===== config.mk =====
export PLATFORM = sky130hd
export DESIGN_NAME = axilite_initiator
export DESIGN_NICKNAME = d
export VERILOG_FILES = /design/src/rtl/axilite_initiator.sv
export SDC_FILE = /design/constraint.sdc
export NUM_CORES = 1
export LEC_CHECK = 0
export ABC_AREA = 1
export BUFFER_PORTS_ARGS = -buffer_cell sky130_fd_sc_hd__buf_4
export CAP_MARGIN = 25
export CORE_AREA = 4 4 120 122
export DETAILED_ROUTE_END_ITERATION = 8
export DIE_AREA = 0 0 124 126
export PLACE_DENSITY = 0.75
export REMOVE_ABC_BUFFERS = 1
export SLEW_MARGIN = 20
export SYNTH_ARGS = -nofsm -noshare
export SYNTH_HDL_FRONTEND = slang
export SYNTH_SLANG_ARGS = --single-unit

===== constraint.sdc =====
create_clock -name aclk -period 5.1 [get_ports aclk]
set_input_delay 0.51 -clock aclk [delete_from_list [all_inputs] [get_ports aclk]]
set_output_delay 0.51 -clock aclk [all_outputs]
set_load 0.05 [all_outputs]

===== src/rtl/axilite_initiator.sv =====
// Single-outstanding AXI4-Lite master: converts a local command/response
// handshake into one AXI-Lite read or write at a time, and counts non-OKAY
// responses in a saturating counter.
module axilite_initiator #(
  parameter int          ADDR_WIDTH   = 32,
  parameter int          DATA_WIDTH   = 32,
  parameter logic [2:0]  PROT         = 3'b000,
  parameter int          ERRCNT_WIDTH = 8
) (
  input  logic                      aclk,
  input  logic                      areset,
  // local command side
  input  logic                      cmd_valid,
  output logic                      cmd_ready,
  input  logic                      cmd_write,
  input  logic [ADDR_WIDTH-1:0]     cmd_addr,
  input  logic [DATA_WIDTH-1:0]     cmd_wdata,
  input  logic [DATA_WIDTH/8-1:0]   cmd_wstrb,
  // local response side
  output logic                      rsp_valid,
  input  logic                      rsp_ready,
  output logic [DATA_WIDTH-1:0]     rsp_rdata,
  output logic [1:0]                rsp_resp,
  output logic [ERRCNT_WIDTH-1:0]   err_count,
  // write address channel
  output logic [ADDR_WIDTH-1:0]     awaddr,
  output logic [2:0]                awprot,
  output logic                      awvalid,
  input  logic                      awready,
  // write data channel
  output logic [DATA_WIDTH-1:0]     wdata,
  output logic [DATA_WIDTH/8-1:0]   wstrb,
  output logic                      wvalid,
  input  logic                      wready,
  // write response channel
  input  logic [1:0]                bresp,
  input  logic                      bvalid,
  output logic                      bready,
  // read address channel
  output logic [ADDR_WIDTH-1:0]     araddr,
  output logic [2:0]                arprot,
  output logic                      arvalid,
  input  logic                      arready,
  // read data channel
  input  logic [DATA_WIDTH-1:0]     rdata,
  input  logic [1:0]                rresp,
  input  logic                      rvalid,
  output logic                      rready
);

  localparam int STRB_WIDTH = DATA_WIDTH / 8;

  localparam logic [2:0] S_IDLE    = 3'd0;
  localparam logic [2:0] S_WR_AD   = 3'd1;
  localparam logic [2:0] S_WR_RESP = 3'd2;
  localparam logic [2:0] S_RD_ADDR = 3'd3;
  localparam logic [2:0] S_RD_DATA = 3'd4;
  localparam logic [2:0] S_RSP     = 3'd5;

  logic [2:0]              state_q,     state_d;
  logic [ADDR_WIDTH-1:0]   awaddr_q,    awaddr_d;
  logic [DATA_WIDTH-1:0]   wdata_q,     wdata_d;
  logic [STRB_WIDTH-1:0]   wstrb_q,     wstrb_d;
  logic                    awvalid_q,   awvalid_d;
  logic                    wvalid_q,    wvalid_d;
  logic                    bready_q,    bready_d;
  logic [ADDR_WIDTH-1:0]   araddr_q,    araddr_d;
  logic                    arvalid_q,   arvalid_d;
  logic                    rready_q,    rready_d;
  logic                    rsp_valid_q, rsp_valid_d;
  logic [DATA_WIDTH-1:0]   rsp_rdata_q, rsp_rdata_d;
  logic [1:0]              rsp_resp_q,  rsp_resp_d;
  logic [ERRCNT_WIDTH-1:0] err_count_q, err_count_d;

  // Response-capture event feeding the error counter
  logic                    cap_vld;
  logic [1:0]              cap_resp;

  // Next-state logic for the transaction FSM, channel registers and error counter
  always_comb begin
    state_d     = state_q;
    awaddr_d    = awaddr_q;
    wdata_d     = wdata_q;
    wstrb_d     = wstrb_q;
    awvalid_d   = awvalid_q;
    wvalid_d    = wvalid_q;
    bready_d    = bready_q;
    araddr_d    = araddr_q;
    arvalid_d   = arvalid_q;
    rready_d    = rready_q;
    rsp_valid_d = rsp_valid_q;
    rsp_rdata_d = rsp_rdata_q;
    rsp_resp_d  = rsp_resp_q;
    err_count_d = err_count_q;
    cap_vld     = 1'b0;
    cap_resp    = 2'b00;

    case (state_q)
      S_IDLE: begin
        if (cmd_valid) begin
          if (cmd_write) begin
            awaddr_d  = cmd_addr;
            wdata_d   = cmd_wdata;
            wstrb_d   = cmd_wstrb;
            awvalid_d = 1'b1;
            wvalid_d  = 1'b1;
            state_d   = S_WR_AD;
          end else begin
            araddr_d  = cmd_addr;
            arvalid_d = 1'b1;
            state_d   = S_RD_ADDR;
          end
        end
      end
      S_WR_AD: begin
        // AW and W complete independently; a cleared valid marks a done channel
        if (awvalid_q && awready) awvalid_d = 1'b0;
        if (wvalid_q && wready)   wvalid_d  = 1'b0;
        if (!awvalid_d && !wvalid_d) begin
          bready_d = 1'b1;
          state_d  = S_WR_RESP;
        end
      end
      S_WR_RESP: begin
        if (bvalid && bready_q) begin
          bready_d    = 1'b0;
          rsp_resp_d  = bresp;
          rsp_rdata_d = '0;
          rsp_valid_d = 1'b1;
          cap_vld     = 1'b1;
          cap_resp    = bresp;
          state_d     = S_RSP;
        end
      end
      S_RD_ADDR: begin
        if (arvalid_q && arready) begin
          arvalid_d = 1'b0;
          rready_d  = 1'b1;
          state_d   = S_RD_DATA;
        end
      end
      S_RD_DATA: begin
        if (rvalid && rready_q) begin
          rready_d    = 1'b0;
          rsp_rdata_d = rdata;
          rsp_resp_d  = rresp;
          rsp_valid_d = 1'b1;
          cap_vld     = 1'b1;
          cap_resp    = rresp;
          state_d     = S_RSP;
        end
      end
      S_RSP: begin
        // Returning to IDLE here means cmd_ready rises only next cycle
        if (rsp_ready) begin
          rsp_valid_d = 1'b0;
          state_d     = S_IDLE;
        end
      end
      default: state_d = S_IDLE;
    endcase

    // Any non-OKAY response (EXOKAY included) counts; saturates at all-ones
    if (cap_vld && (cap_resp != 2'b00) && (err_count_q != '1))
      err_count_d = err_count_q + ERRCNT_WIDTH'(1);
  end

  // State and output registers; reset clears every valid/ready asynchronously
  always_ff @(posedge aclk or posedge areset) begin
    if (areset) begin
      state_q     <= S_IDLE;
      awaddr_q    <= '0;
      wdata_q     <= '0;
      wstrb_q     <= '0;
      awvalid_q   <= 1'b0;
      wvalid_q    <= 1'b0;
      bready_q    <= 1'b0;
      araddr_q    <= '0;
      arvalid_q   <= 1'b0;
      rready_q    <= 1'b0;
      rsp_valid_q <= 1'b0;
      rsp_rdata_q <= '0;
      rsp_resp_q  <= 2'b00;
      err_count_q <= '0;
    end else begin
      state_q     <= state_d;
      awaddr_q    <= awaddr_d;
      wdata_q     <= wdata_d;
      wstrb_q     <= wstrb_d;
      awvalid_q   <= awvalid_d;
      wvalid_q    <= wvalid_d;
      bready_q    <= bready_d;
      araddr_q    <= araddr_d;
      arvalid_q   <= arvalid_d;
      rready_q    <= rready_d;
      rsp_valid_q <= rsp_valid_d;
      rsp_rdata_q <= rsp_rdata_d;
      rsp_resp_q  <= rsp_resp_d;
      err_count_q <= err_count_d;
    end
  end

  assign cmd_ready = (state_q == S_IDLE);
  assign awaddr    = awaddr_q;
  assign awprot    = PROT;
  assign awvalid   = awvalid_q;
  assign wdata     = wdata_q;
  assign wstrb     = wstrb_q;
  assign wvalid    = wvalid_q;
  assign bready    = bready_q;
  assign araddr    = araddr_q;
  assign arprot    = PROT;
  assign arvalid   = arvalid_q;
  assign rready    = rready_q;
  assign rsp_valid = rsp_valid_q;
  assign rsp_rdata = rsp_rdata_q;
  assign rsp_resp  = rsp_resp_q;
  assign err_count = err_count_q;

endmodule


==> impl_metrics.yaml <==
status:
  outcome: "completed"
critical_path:
  regToRegStartpoint: "state_q[0]"
  startpoint_type: "flop"
  startpoint: "state_q[0]"
  cp.required_ns: 5.37
  crit_path_end_kind: "flop"
  path_class: "reg -> reg"
  crit_arrival_ns: 2.64
  path_max_fanout: 76
logic_synthesis:
  avgSynthCellArea_sq_um: 8.89
  synthTopCellsByArea: "dfrtp_1 (61%), nand2_1 (16%), o21ai_0 (5.8%)"
  synth_edf_count: 0
  synth_top_family_by_area: "simple AND/OR/NAND/NOR gates"
  syn_area_sq_um: 6180
  synth_fa_ha_area_share_pct: 0.203
  synth_compound_area_share_pct: 9.34
  synth_xor_area_share_pct: 0.425
  async_flop_share_pct: 100
  synthCells: 695
  synth.distinct_cells: 28
  yosys.area_share.simple_pct: 19.8
  synth_top_cell_by_area: "dfrtp_1"
  synth_seq_cells: 151
  synthMuxAreaShare_pct: 0
  synthFlopType: "dfrtp_1"
  yosysWarnings: 0
  synth_top_cell_area_share_pct: 61.2
  ys_seq_area_share_pct: 61.2
timing:
  hold_viol_final: 0
  setup_tns_ns: 0
  finalWorstSetupSlack_ns: 2.73
  fin_crit_sh_pct: 46.5
  max_freq_ghz: 0.422
  fin_worst_skew_ns: 0.00709
  period_needed_ns: 2.37
  maxSlewViolCount: 0
  setup_viol: 0
  rsz0062_at_grt: "false"
  slew_headroom_pct: 47.9
  tightest_slew_ns: 0.780
layout:
  n_antenna_cell: 0
  drive_above_1_share_pct: 31.8
  layout.area.seq_sq_um: 3780
  area_growth_pct: 42.1
  nets: 1064
  fillCellCount: 1125
  fin_util_pct: 66.5
  multiInputGateArea_sq_um: 1870
  fin_cells: 1133
min_path:
  hp-class: "in -> async"
floorplanning:
  rows: 42
  start_util_pct: 46.8
  core_area_sq_um: 13200
  die-width_um: 124
  fp.dieH_um: 126
  pin_count: 269
  die-area_sq_um: 15600
clocking:
  postCtsSetupBuffers: 0
  cts_resized: 0
  cts_root_buffer: "clkbuf_16"
  clock_path_buffers: 2
  cts_hold_buffers: 0
  cts_tree: "yes"
  clk_latency_ns: 0.41
  path_clk_slew_ns: 0.06
  cts.sink_count: 151
  numCtsBuffers: 17
  h-tree-depth: 4
drt:
  wire_per_inst_um: 14.6
  drt_wl_total_um: 16500
  drtAntennaViolNets: 0
  drc: 0
  drt_iter0_drc: 207
  vias_per_cell: 4.64
  dr.pass1.iters: 4
  vias: 5262
job:
  maxCapViolations: 0
global_routing:
  grt_usage_pct: 20.9
  grt_pass1_wl_um: 25300
  overflow: 0
  grt_antenna_before_repair: 0
  grt_max_degree: 77
  grt_pass1_vias: 5013
placement:
  gp_congestion: 0.783
  portBuffers: 262
  dp_slack_ns: 2.70
  dpl.hpwl_um: 12300
  place_inst: 1106
power_and_ir_drop:
  p_leak_uw: 0.00498
  peakVddDrop_v: 0.000580
  pwr_density_cell_nw_per_um2: 762
==> placed cells by master (no fill, tap or decap), types with 2 or more instances in the layout <==
cell type,instances
nor2_1,9
bufinv_16,2
nand3_1,21
conb_1,6
o21ai_0,71
clkbuf_16,17
xnor2_1,2
nor2_4,2
a21oi_1,5
buf_4,265
inv_1,85
nand2_1,257
nand2_2,3
clkinv_2,4
dfrtp_1,151
clkbuf_1,3
buf_16,2
o21ai_1,38
==> area by class of cell <==
type                       count  share of cell area [%]
clock inverter                 6                   0.912
inverter                      87                    3.78
timing repair buffer         267                    23.3
tap                          176                    2.51
clock buffer                  21                    5.13
sequential                   151                    43.1
multi-input combinational    425                    21.3
==> per-stage QoR <==
step	power (uW)	cell area, sq um	hold WS [ns]
floorplan	4380	5970	0.628
global placement	5510	8190	0.454
detailed placement	5570	8250	0.462
CTS	6750	8780	0.156
global route	7050	8780	0.189
finish	6690	8780	0.153
==> path summary, 6_finish.rpt <==
path / end / slack (ns) / cells past startpoint
max: wdata[12] / 2.73 / 5
min: wstrb[2] / 0.15 / 2
max reg2reg: wdata[12] / 2.73 / 5
min reg2reg: rsp_rdata[8] / 0.47 / 2
max in group asynchronous: araddr[1] / 3.91 / 3
min in group aclk: rsp_rdata[14] / 0.30 / 3
==> cells by family after synthesis <==
logic type,count (synthesis)
AOI/OAI and AO/OA,115
xor gates and xnor gates,3
adders and majority gates,1
buffers and inverters,124
DFF,151
other,1
and+or+nand+nor,300
==> report_power, final <==
group          switching (uW)  total, uW  internal [uW]
logic                    2520       3500            979
clock network             441       1160            715
registers                 336       2040           1700
==> layer usage <==
metal	global-route usage [%]	wire [um]	vias up
li1	-	-	2630
met1	24.0	6390	2388
met2	33.8	7770	218
met3	9.96	2060	26
met4	7.93	323	0
met5	0	0	-
==> cells in the mapped netlist (5+ instances only) <==
cell      instances
o21ai_1          38
clkbuf_1          5
inv_1            86
nand3_1          21
a21oi_1           5
dfrtp_1         151
buf_4             7
o21ai_0          71
buf_6             5
nor2_1            9
buf_2            19
nand2_1         257
==> worst max-delay path, stage by stage, from the launching register on <==
cell     delay, ns
dfrtp_1       0.49
nor3_4        0.33
nand3_4       0.63
buf_4         0.57
nand2_1       0.11
o21ai_0       0.09
==> sequential cells by signal, indices dropped and copies added (netlist names) <==
signal     flops
araddr        32
awaddr        32
rsp_rdata     32
wdata         32
err_count      8
wstrb          4
state_q        3
rsp_resp       2
arvalid        1
awvalid        1
bready         1
rready         1
rsp_valid      1
wvalid         1
Power figures use the tool's default switching activity.
